`config.mk`:
```
export PLATFORM = sky130hd
export DESIGN_NAME = pc_sequencer
export DESIGN_NICKNAME = d
export VERILOG_FILES = /design/src/rtl/musa_if_pkg.sv /design/src/rtl/pc_next_sel.sv /design/src/rtl/pc_sequencer.sv
export SDC_FILE = /design/constraint.sdc
export NUM_CORES = 1
export LEC_CHECK = 0
export CAP_MARGIN = 25
export CELL_PAD_IN_SITES_DETAIL_PLACEMENT = 1
export CELL_PAD_IN_SITES_GLOBAL_PLACEMENT = 1
export CORE_UTILIZATION = 31
export DETAILED_ROUTE_END_ITERATION = 6
export PLACE_DENSITY_LB_ADDON = 0.1
export SLEW_MARGIN = 15
export SYNTH_ARGS = -nofsm -noshare
export SYNTH_HDL_FRONTEND = slang
export SYNTH_SLANG_ARGS = --single-unit
```
`constraint.sdc`:
```
create_clock -name clock -period 3.6 [get_ports clock]
set_clock_uncertainty 0.2 [all_clocks]
set_input_delay 0.72 -clock clock [delete_from_list [all_inputs] [get_ports clock]]
set_output_delay 0.72 -clock clock [all_outputs]
set_load 0.01 [all_outputs]
```
`src/rtl/musa_if_pkg.sv`:
```
// Shared types and constants for the MUSA IF-stage PC sequencer.
// Latency: n/a (declarations only).
// Backpressure: n/a.
package musa_if_pkg;

    localparam int PC_W = 32;

    localparam logic [PC_W-1:0] RESET_VECTOR_DEF = 32'h0000_0000;
    localparam logic [PC_W-1:0] TRAP_VECTOR_DEF  = 32'h0000_0010;

    typedef enum logic [1:0] {
        RUN      = 2'd0,
        RET_WAIT = 2'd1,
        HALTED   = 2'd2,
        FAULT    = 2'd3
    } seq_state_t;

    // Sequential successor; wraps modulo 2^PC_W.
    function automatic logic [PC_W-1:0] pc_inc(input logic [PC_W-1:0] cur);
        return cur + {{(PC_W-1){1'b0}}, 1'b1};
    endfunction

endpackage

```
`src/rtl/pc_next_sel.sv`:
```
// Next-PC priority mux: fault > halt > ret > call > jump/branch > sequential.
// Latency: purely combinational.
// Backpressure: stall holds pc/state and suppresses both stack strobes.
//
// Ports: state/requests/fault_edge in, current pc, target and popped stack
// value in; next pc, next state, next trap flag and push/pop strobes out.
// Optional build macro: PC_SEQ_TRAP_EN (fault vectors to TRAP_VECTOR
// instead of parking in FAULT).
module pc_next_sel
    import musa_if_pkg::*;
#(
    parameter logic [PC_W-1:0] TRAP_VECTOR = TRAP_VECTOR_DEF
) (
    input  seq_state_t      state,
    input  logic            stall,
    input  logic            halt,
    input  logic            jump,
    input  logic            branch,
    input  logic            call,
    input  logic            ret,
    input  logic            fault_edge,
    input  logic [PC_W-1:0] pc,
    input  logic [PC_W-1:0] target,
    input  logic [PC_W-1:0] stack_out,
    output logic [PC_W-1:0] pc_nxt,
    output seq_state_t      state_nxt,
    output logic            trap_nxt,
    output logic            push,
    output logic            pop
);

    logic [PC_W-1:0] fault_pc;
    seq_state_t      fault_state;
    logic            fault_trap;

`ifdef PC_SEQ_TRAP_EN
    assign fault_pc    = TRAP_VECTOR;
    assign fault_state = RUN;
    assign fault_trap  = 1'b1;
`else
    logic unused_trap_vector;
    assign unused_trap_vector = ^TRAP_VECTOR;
    assign fault_pc    = pc;
    assign fault_state = FAULT;
    assign fault_trap  = 1'b0;
`endif

    always_comb begin
        pc_nxt    = pc;
        state_nxt = state;
        trap_nxt  = 1'b0;
        push      = 1'b0;
        pop       = 1'b0;
        case (state)
            RUN: begin
                // The fault edge lasts one cycle only, so it is honoured
                // even while stalled rather than being lost.
                if (fault_edge) begin
                    pc_nxt    = fault_pc;
                    state_nxt = fault_state;
                    trap_nxt  = fault_trap;
                end else if (!stall) begin
                    if (halt) begin
                        state_nxt = HALTED;
                    end else if (ret) begin
                        pop       = 1'b1;
                        state_nxt = RET_WAIT;
                    end else if (call) begin
                        push   = 1'b1;
                        pc_nxt = target;
                    end else if (jump || branch) begin
                        pc_nxt = target;
                    end else begin
                        pc_nxt = pc_inc(pc);
                    end
                end
            end
            RET_WAIT: begin
                // A pop from an empty stack shows up here as the fault edge.
                if (fault_edge) begin
                    pc_nxt    = fault_pc;
                    state_nxt = fault_state;
                    trap_nxt  = fault_trap;
                end else if (!stall) begin
                    pc_nxt    = stack_out;
                    state_nxt = RUN;
                end
            end
            default: ;  // HALTED and FAULT are left only through reset
        endcase
    end

endmodule

```
`src/rtl/pc_sequencer.sv`:
```
// Program-counter sequencer for the IF stage, driving the return-address stack.
// Latency: redirect 1 cycle, return 2 cycles (pop edge, load edge).
// Backpressure: stall holds pc/state; strobes drop to 0 and requests are lost.
//
// Ports: clock, reset (async active-low); stall/halt/jump/branch/call/ret and
// target from upstream; stackOut/stackOverflow from Stack; pc, stackData,
// writeStack, readStack, busy, halted, trap out.
// Optional build macro: PC_SEQ_TRAP_EN (stack fault vectors to TRAP_VECTOR
// with a one-cycle trap pulse; otherwise the core freezes in FAULT).
module pc_sequencer
    import musa_if_pkg::*;
#(
    parameter logic [31:0] RESET_VECTOR = RESET_VECTOR_DEF,
    parameter logic [31:0] TRAP_VECTOR  = TRAP_VECTOR_DEF
) (
    input  logic        clock,
    input  logic        reset,
    input  logic        stall,
    input  logic        halt,
    input  logic        jump,
    input  logic        branch,
    input  logic        call,
    input  logic        ret,
    input  logic [31:0] target,
    input  logic [31:0] stackOut,
    input  logic        stackOverflow,
    output logic [31:0] pc,
    output logic [31:0] stackData,
    output logic        writeStack,
    output logic        readStack,
    output logic        busy,
    output logic        halted,
    output logic        trap
);

    seq_state_t      state_q;
    seq_state_t      state_nxt;
    logic            ovf_q;
    logic            fault_edge;
    logic [PC_W-1:0] pc_nxt;
    logic            trap_nxt;
    logic            push_sel;
    logic            pop_sel;

    // Stack's flag is sticky, so only its rising edge counts as a new fault.
    assign fault_edge = stackOverflow & ~ovf_q;

    pc_next_sel #(
        .TRAP_VECTOR (TRAP_VECTOR)
    ) u_next_sel (
        .state      (state_q),
        .stall      (stall),
        .halt       (halt),
        .jump       (jump),
        .branch     (branch),
        .call       (call),
        .ret        (ret),
        .fault_edge (fault_edge),
        .pc         (pc),
        .target     (target),
        .stack_out  (stackOut),
        .pc_nxt     (pc_nxt),
        .state_nxt  (state_nxt),
        .trap_nxt   (trap_nxt),
        .push       (push_sel),
        .pop        (pop_sel)
    );

    assign stackData  = pc_inc(pc);
    // Keep Stack untouched while the core is held in reset.
    assign writeStack = push_sel & reset;
    assign readStack  = pop_sel & reset;

    always_ff @(posedge clock or negedge reset) begin
        if (!reset) begin
            pc      <= RESET_VECTOR;
            state_q <= RUN;
            busy    <= 1'b0;
            halted  <= 1'b0;
            trap    <= 1'b0;
            ovf_q   <= 1'b0;
        end else begin
            pc      <= pc_nxt;
            state_q <= state_nxt;
            busy    <= (state_nxt == RET_WAIT);
            halted  <= (state_nxt == HALTED) || (state_nxt == FAULT);
            trap    <= trap_nxt;
            ovf_q   <= stackOverflow;
        end
    end

endmodule

```
==> flow_summary.yaml <==
finish:
  final_nets: 563
  drive_gt1_share_pct: 9.816
  area_growth_pct: 58.29
  layout_commonest_cell: "clkdlybuf4s50_1"
  diodes: 0
  layout_common_cells: "clkdlybuf4s50_1, nand2_1, nor2_1, dfrtp_1, a21oi_1"
timing:
  fmax_ghz: 0.2914
  slew_violations: 0
  finalCriticalPeriod_ps: 3431
  layout_setup_ws_ps: 168.6
  hold_viol: 0
  setup_violations: 0
  worstMarginPinSlew_ps: 710.4
  tns_ps: 0
  max_slew_margin_pct: 52.64
  finalCritPeriodShare_pct: 95.32
  rsz0062_at_grt: "false"
worst_setup_path:
  crit_type: "reg -> out"
  worstPathArrival_ps: 2510
  end_kind: "primary output"
  cp_max_fo: 15
  r2r-start: "state_q[0]$_DFF_PN0_"
  start_kind: "flip-flop"
  cp.required_ps: 2680
  worstReg2RegEnd: "pc[2]$_DFFE_PN0P_"
  ff2ff_path_depth: 5
  ff2ff_setup_slack_ps: 1450
pwr:
  p_leak_nw: 1.893
  power_mw: 1.339
  powerDensity_nw_per_um2: 297.2
  peakVddDrop_mv: 0.1110
synthesis:
  ys_warn_count: 0
  synth_area_sq_um: 2846
  synth-edff-count: 0
  synth_seq_cells: 37
  syn_nets: 423
  synth-async-reset-ratio_pct: 100.0
  ys_types: 59
  syn_inst: 349
  syn_area_per_cell_sq_um: 8.156
  yosysSeqAreaShare_pct: 32.53
  synth_ff_type: "dfrtp_1"
status:
  violations: "DRC"
  status: "complete, but fails checks"
worst_hold_path:
  hp-class: "in -> async"
clock_network:
  clkTransAtPathRegs_ps: 80
  htree_levels: 2
  cts_tree: "yes"
  cts_made_buffers: 5
  cts_setup_buffers: 0
  cts-root-buf: "clkbuf_8"
  clkLatencyLatePin_ps: 290
  clkSinkCount: 37
  max-clock-path-buffers: 2
grt:
  antenna_found_initial: 0
  grt_use_total_pct: 23.03
  overflow: 0
  grt_pass1_wl_um: 17460
  grt_max_degree: 38
  first_global_vias: 3377
job:
  maxCapViolCount: 0
die:
  pin_count: 142
  die_area_sq_um: 9570
  rows: 34
  start_util_pct: 32.32
  die_h_um: 97.83
  die_w_um: 97.83
  fp.coreArea_sq_um: 8806
route:
  vias_per_cell: 5.395
  remaining_drc_errors: 21
  drt-pass1-iter-count: 6
  post_drt_wl_per_cell_um: 17.98
  ant_nets: 0
  routed_wl_um: 10730
  first_iter_violations: 116
  vias: 3221
place:
  dp_worst_setup_slack_ps: 282.4
  io_buffers: 140
  dp_hpwl_um: 8090
  place.gp.congestion: 0.8218
-- sequential cells by signal, summed over array words and instances, names as in the netlist --
| signal | cells |
|---|---|
| busy | 1 |
| halted | 1 |
| ovf_q | 1 |
| pc | 32 |
| state_q | 2 |
-- per-layer routing --
layer / share of wire [%] / global-route usage, % / routed length [um] / up-vias
met3: 5.4 / 4.295 / 584 / 13
li1: - / - / - / 1554
met5: 0 / 0 / 0 / -
met1: 45 / 30.22 / 4785 / 1559
met2: 49 / 38.68 / 5206 / 95
met4: 1.5 / 6.294 / 156 / 0
-- Yosys cell counts (3+ instances only) --
| library cell | count | area share, % |
|---|---|---|
| nand3_1 | 17 | 3.0 |
| nor2b_1 | 3 | 0.66 |
| and3_1 | 19 | 4.2 |
| o31ai_1 | 3 | 0.79 |
| a31o_2 | 5 | 1.5 |
| o22ai_1 | 6 | 1.3 |
| nand4_1 | 5 | 1.1 |
| and4_1 | 3 | 0.92 |
| nor3_1 | 8 | 1.4 |
| nand2_1 | 37 | 4.9 |
| a221o_1 | 8 | 2.8 |
| nor2_1 | 33 | 4.4 |
| or3_1 | 6 | 1.3 |
| dfrtp_1 | 37 | 33 |
| clkbuf_1 | 18 | 2.4 |
| and2_1 | 4 | 0.88 |
| a21oi_1 | 27 | 4.7 |
| xor2_1 | 12 | 3.7 |
| o21ai_0 | 12 | 2.1 |
| inv_1 | 11 | 1.5 |
| o21ai_1 | 3 | 0.53 |
| o31a_1 | 5 | 1.5 |
| o211ai_1 | 3 | 0.79 |
| xnor2_1 | 16 | 4.9 |
-- worst max path at each step --
stage | from | slack (ps) | cells after the start | end
6_report | pc[11]$_DFFE_PN0P_ | 170 | 7 | stackData[29]
5_1_grt | pc[11]$_DFFE_PN0P_ | 40 | 7 | stackData[31]
4_1_cts | pc[1]$_DFFE_PN0P_ | 40 | 6 | stackData[16]
3_5_place_dp | stackOverflow | 280 | 6 | writeStack
3_3_place_gp | stackOverflow | 320 | 6 | writeStack
2_1_floorplan | pc[8]$_DFFE_PN0P_ | 1030 | 6 | stackData[25]
-- worst max-delay path, cell delays in order (launching register included) --
cell             delay, ps
dfrtp_1                460
nand4_2                180
nor4_4                 300
buf_6                  210
nand4_2                180
nor2_1                 170
xor2_1                 160
clkdlybuf4s50_1        560
-- cell families (layout without fill, tap and decap cells) --
family	count (synthesis)	after routing	share of synthesized area, %
fa+ha+maj	1	1	0.4395
buf+inv	32	172	4.659
flops	37	37	32.53
other cells	1	1	0.1317
xor+xnor	28	28	8.615
simple gates	156	156	30.86
compound gates	93	93	22.42
mux	1	1	0.3517
-- final cells by class --
cell class                 count  area [sq um]
inverter                      11         41.29
multi-input combinational    280          1807
tap                          108         135.1
fill                        1052          4300
sequential                    37         930.9
clock buffer                   7         86.33
timing repair buffer         154          1505
-- power by group --
group | internal (mW) | switching [mW]
logic | 0.303 | 0.188
registers | 0.463 | 0.0845
clock network | 0.152 | 0.148
-- timing repair --
item | 4_1_cts | 5_1_grt
resized for setup | 0 | 7
hold buffers | 0 | 0
endpoints found under the setup margin | 0 | 7
-- metrics by stage --
step	utilization, %	std cells	area (sq um)	hold slack [ps]
after detailed placement	49.96	590	4399	393.3
after CTS	50.94	597	4486	405.6
final	51.17	597	4506	398.2
after floorplan	-	349	2846	224.4
after global routing	51.17	597	4506	434.7
after global placement	49.96	590	4399	352.0
(Power assumes the default switching activity.)
